### config.mk
export PLATFORM = sky130hd
export DESIGN_NAME = pc_config_loader_flat
export DESIGN_NICKNAME = d
export VERILOG_FILES = /design/src/rtl/pc_config_loader_if.sv /design/src/rtl/pc_config_loader.sv /design/src/flat_wrapper.sv
export SDC_FILE = /design/constraint.sdc
export NUM_CORES = 2
export LEC_CHECK = 0
export CAP_MARGIN = 15
export CORE_AREA = 3 3 685 687
export CTS_BUF_LIST = sky130_fd_sc_hd__clkbuf_16
export DETAILED_ROUTE_END_ITERATION = 12
export DIE_AREA = 0 0 688 690
export SYNTH_ARGS = -nofsm -noshare
export SYNTH_HDL_FRONTEND = slang
export SYNTH_SLANG_ARGS = --single-unit
### constraint.sdc
create_clock -name clk -period 62.1 [get_ports clk]
set_input_delay 6.21 -clock clk [delete_from_list [all_inputs] [get_ports clk]]
set_output_delay 6.21 -clock clk [all_outputs]
set_load 0.01 [all_outputs]
### src/rtl/pc_config_loader_if.sv
// pc_config_loader_if: handshake/config bus between the system side (master) and the CGRA config loader (slave)
// start/stop/cfg_din/cfg_din_v in; cfg_din_r, config_bits, enables, busy, load_done out of the loader
interface pc_config_loader_if #(
  parameter int NUM_PCS = 16,
  parameter int CFG_WIDTH = 108,
  parameter int WORD_WIDTH = 32
);
  logic start;
  logic stop;
  logic [WORD_WIDTH-1:0] cfg_din;
  logic cfg_din_v;
  logic cfg_din_r;
  logic [NUM_PCS*CFG_WIDTH-1:0] config_bits;
  logic [1:0] enables;
  logic busy;
  logic load_done;
  modport master(output start, stop, cfg_din, cfg_din_v, input cfg_din_r, config_bits, enables, busy, load_done);
  modport slave(input start, stop, cfg_din, cfg_din_v, output cfg_din_r, config_bits, enables, busy, load_done);
endinterface

### src/rtl/pc_config_loader.sv
// pc_config_loader: assembles 32-bit config words into per-PC config vectors and sequences IDLE/LOAD/ACTIVE
// clk, rst (async active-high); bus: slave side of pc_config_loader_if
module pc_config_loader #(
  parameter int NUM_PCS = 16,
  parameter int CFG_WIDTH = 108,
  parameter int WORD_WIDTH = 32
) (
  input logic clk,
  input logic rst,
  pc_config_loader_if.slave bus
);
  localparam int WPP = (CFG_WIDTH + WORD_WIDTH - 1) / WORD_WIDTH;
  localparam int TOTAL = NUM_PCS * WPP;
  localparam int CW = TOTAL > 1 ? $clog2(TOTAL) : 1;
  typedef enum logic [1:0] {IDLE, LOAD, ACTIVE} state_t;
  state_t r_state;
  logic [CW-1:0] r_cnt;
  logic r_en;
  logic r_done;
  logic w_hs;
  assign bus.busy = r_state == LOAD;
  assign bus.cfg_din_r = r_state == LOAD && !bus.stop;
  assign bus.enables = {2{r_en}};
  assign bus.load_done = r_done;
  assign w_hs = bus.cfg_din_v && bus.cfg_din_r;
  always_ff @(posedge clk or posedge rst)
    if (rst) begin
      r_state <= IDLE;
      r_cnt <= '0;
      r_en <= 1'b0;
      r_done <= 1'b0;
    end else begin
      r_done <= 1'b0;
      case (r_state)
        IDLE:
          if (bus.start && !bus.stop) begin
            r_state <= LOAD;
            r_cnt <= '0;
          end
        LOAD:
          if (bus.stop) r_state <= IDLE;
          else if (w_hs) begin
            if (r_cnt == CW'(TOTAL - 1)) begin
              r_state <= ACTIVE;
              r_en <= 1'b1;
              r_done <= 1'b1;
            end else r_cnt <= r_cnt + 1'b1;
          end
        ACTIVE:
          if (bus.stop) begin
            r_state <= IDLE;
            r_en <= 1'b0;
          end else if (bus.start) begin
            r_state <= LOAD;
            r_cnt <= '0;
            r_en <= 1'b0;
          end
        default: r_state <= IDLE;
      endcase
    end
  for (genvar p = 0; p < NUM_PCS; p++) begin : g_pc
    for (genvar w = 0; w < WPP; w++) begin : g_w
      localparam int LO = w * WORD_WIDTH;
      localparam int N = CFG_WIDTH - LO < WORD_WIDTH ? CFG_WIDTH - LO : WORD_WIDTH;
      logic [N-1:0] r_word;
      always_ff @(posedge clk or posedge rst)
        if (rst) r_word <= '0;
        else if (w_hs && r_cnt == CW'(p * WPP + w)) r_word <= bus.cfg_din[N-1:0];
      assign bus.config_bits[p*CFG_WIDTH+LO +: N] = r_word;
    end
  end
endmodule

### src/flat_wrapper.sv
// flat-port wrapper written by rule: the top's interface ports become plain ports
module pc_config_loader_flat 
#(
  parameter int NUM_PCS = 16,
  parameter int CFG_WIDTH = 108,
  parameter int WORD_WIDTH = 32
)
  (clk, rst, bus_start, bus_stop, bus_cfg_din, bus_cfg_din_v, bus_cfg_din_r, bus_config_bits, bus_enables, bus_busy, bus_load_done);
  pc_config_loader_if #(.NUM_PCS(NUM_PCS), .CFG_WIDTH(CFG_WIDTH), .WORD_WIDTH(WORD_WIDTH)) bus_i ();
  input logic clk;
  input logic rst;
  input wire logic [$bits(bus_i.start)-1:0] bus_start;
  input wire logic [$bits(bus_i.stop)-1:0] bus_stop;
  input wire logic [$bits(bus_i.cfg_din)-1:0] bus_cfg_din;
  input wire logic [$bits(bus_i.cfg_din_v)-1:0] bus_cfg_din_v;
  output wire logic [$bits(bus_i.cfg_din_r)-1:0] bus_cfg_din_r;
  output wire logic [$bits(bus_i.config_bits)-1:0] bus_config_bits;
  output wire logic [$bits(bus_i.enables)-1:0] bus_enables;
  output wire logic [$bits(bus_i.busy)-1:0] bus_busy;
  output wire logic [$bits(bus_i.load_done)-1:0] bus_load_done;
  assign bus_i.start = bus_start;
  assign bus_i.stop = bus_stop;
  assign bus_i.cfg_din = bus_cfg_din;
  assign bus_i.cfg_din_v = bus_cfg_din_v;
  assign bus_cfg_din_r = bus_i.cfg_din_r;
  assign bus_config_bits = bus_i.config_bits;
  assign bus_enables = bus_i.enables;
  assign bus_busy = bus_i.busy;
  assign bus_load_done = bus_i.load_done;
  pc_config_loader #(.NUM_PCS(NUM_PCS), .CFG_WIDTH(CFG_WIDTH), .WORD_WIDTH(WORD_WIDTH)) u_core (.clk(clk), .rst(rst), .bus(bus_i));
endmodule
==> run_results.csv <==
group,metric,value,unit
cts,insertion_delay,0.89,ns
synthesis,synthXorXnorAreaFrac,0,%
setup_path,critical-path-top-delay-family,"buffers and inverters",
cts,clock-sinks,1738,
sta,max_freq,68.5,MHz
placement,gp_congestion,0.743,
synthesis,syn_inst,3980,
cts,clk_path_buf_depth,4,
placement,portBuffers,1769,
sta,setup_ws,47.50,ns
layout,layout_common_cells,"dfrtp_1 (1,738), clkdlybuf4s50_1 (1,737), mux2_2 (1,665), clkbuf_16 (199), buf_4 (146)",
placement,post-place-ws,47.31,ns
sta,finalCritPeriodShare,23.5,%
layout,nets,5753,
global_route,antenna_found_initial,56,
floorplan,core_area,0.464,mm²
cts,cts_buffers,199,
floorplan,pin_count,1770,
outcome,status,"finished clean",
cts,htreeDepth,4,
setup_path,worstPathArrival,8.39,ns
sta,fin_crit,14.60,ns
power,ir_drop,22.6,µV
detailed_routing,avgViaCountPerCell,3.45,
floorplan,rows,250,
power,cellPowerDensity,25.9,mW/mm²
synthesis,synthFlopType,"dfrtp_1",
cts,cts_resized,0,
power,power.total,0.00251,W
sta,rsz0062_at_grt,"no",
global_route,grt_usage,12.4,%
cts,postCtsHoldBufs,0,
synthesis,synthAdderAreaFrac,0.171,%
sta,setup_viol,0,
cts,cts_tree,"done",
synthesis,avgSynthCellArea,16.5,µm²
setup_path,critical_path.most_common_cell,"clkdlybuf4s50_1",
sta,timing.hold.ws,0.482,ns
detailed_routing,ant_nets,0,
synthesis,synth_edf_count,0,
detailed_routing,drtPass1Iterations,5,
detailed_routing,drc,0,
sta,hold_violations,0,
setup_path,required,55.89,ns
detailed_routing,drt_iter0_markers,2540,
cts,cts-root-buf,"clkbuf_16",
setup_path,crit_path_max_fanout,8,
floorplan,die_w,688,µm
floorplan,die_h,690,µm
layout,area_delta_synth_final,47.6,%
synthesis,synth_warnings,0,
floorplan,die_area,0.475,mm²
synthesis,synthSimpleGateAreaFrac,1.02,%
power,leakagePower,44.1,nW
detailed_routing,wl,307000,µm
synthesis,syn_nets,4026,
global_route,grt_pass1_vias,42706,
layout,drive_above_1_share,36.8,%
sta,maxSlewViolCount,0,
synthesis,muxShareOfSynthArea,29.6,%
cts,clk_pin_slew,0.06,ns
setup_path,crit_type,"input port to primary output",
cts,post_cts_buffers,0,
global_route,grt_pass1_wl,404000,µm
placement,hpwl,215000,µm
hold_path,hold_path_class,"flop to flop",
synthesis,ys_types,45,
setup_path,crit_buf_inv,3,
synthesis,yosysSeqAreaShare,66.2,%
setup_path,cp_slowest_stage_delay,0.79,ns
setup_path,crit_slowest_cell,"clkdlybuf4s50_1",
setup_path,start_kind,"input port",
synthesis,ys_ff_latch,1738,
synthesis,synth_compound_area_share,0.265,%
detailed_routing,wl_per_cell,25.3,µm
synthesis,synthArstFlopShare,100,%
global_route,gr-total-overflow,0,
sta,tns,0,ns
setup_path,crit_chain,"clkdlybuf4s50_1 -> nand2b_1 -> inv_1 -> clkdlybuf4s50_1",
layout,layout_commonest_cell,"dfrtp_1",
floorplan,initial_core_util,14.2,%
setup_path,cp-end-kind,"primary output",
synthesis,synth_top_family_by_area,"multiplexers",
sta,worst_pin_slew,1.13,ns
run,timing.max_cap.violations,0,
synthesis,synth.cell_area,0.0657,mm²
sta,fin_worst_skew,0.0572,ns
global_route,grt_max_degree,151,
sta,slew_headroom,24.4,%
detailed_routing,via_count,41714,
## synth_stat cells (all sizes together) (4+ instances only)
cell	n	area share, %
nand4	4	0.061
buf	175	1.5
nand2b	4	0.038
nor2	49	0.34
o21ai	7	0.053
ha	9	0.17
nor2b	4	0.038
mux2	1728	30
clkbuf	188	1.1
inv	8	0.046
dfrtp	1738	66
nand2	12	0.069
a21oi	5	0.038
nand3	23	0.30
## where the power goes
group          total [W]  switching (W)  internal [W]
combinational   0.000198       0.000128     0.0000695
clock            0.00114       0.000511      0.000633
sequential       0.00117      0.0000152       0.00116
## flip-flops by register name (all words and copies together) (netlist names)
register	flops
u_core.bus.load_done	1
u_core.g_pc.g_w.r_word	1728
u_core.r_cnt	6
u_core.r_en	1
u_core.r_state	2
## routing by layer
layer,GRT usage [%],up-vias,wire length (µm)
met1,14.6,22289,121000
met5,0,-,33
li1,-,17464,-
met4,3.86,4,9700
met3,3.22,380,22800
met2,22.0,1577,153000
## logic make-up after synthesis
group	Yosys count
buffers and inverters	371
AOI/OAI and AO/OA	26
adders and majority gates	9
DFF	1738
muxes	1729
and+or+nand+nor	107
## per-stage QoR
step	instances	utilization [%]	cell area, µm²
final	12101	20.9	96900
after global routing	12048	20.9	96800
after CTS	12043	20.9	96800
after detailed placement	11680	19.5	90600
after global placement	11680	19.5	90600
after floorplan	3980	-	65700
## final cells by class
class,count,area (µm²)
well taps,6174,7720
fillers,49675,367000
clock buffers,199,4980
diodes,58,145
clock inverters,164,1230
inverters,8,37.5
repair buffers,1889,18600
flip-flops and latches,1738,43500
multi-input cells,1871,20700
## path summary, 6_finish.rpt
kind	startpoint	end	slack, ns	cells past startpoint
setup reg to reg	u_core.r_cnt[1]	u_core.g_pc[3].g_w[1].r_word[11]	58.06	6
min in group asynchronous	rst	u_core.g_pc[8].g_w[1].r_word[15]	5.93	2
max in group asynchronous	rst	u_core.g_pc[7].g_w[3].r_word[2]	51.07	8
hold / removal	u_core.g_pc[13].g_w[2].r_word[4]	u_core.g_pc[13].g_w[2].r_word[4]	0.48	1
hold reg to reg	u_core.g_pc[13].g_w[2].r_word[4]	u_core.g_pc[13].g_w[2].r_word[4]	0.48	1
setup / recovery	bus_stop	bus_cfg_din_r	47.50	4
Note: power is estimated with default switching activity, not from simulation.
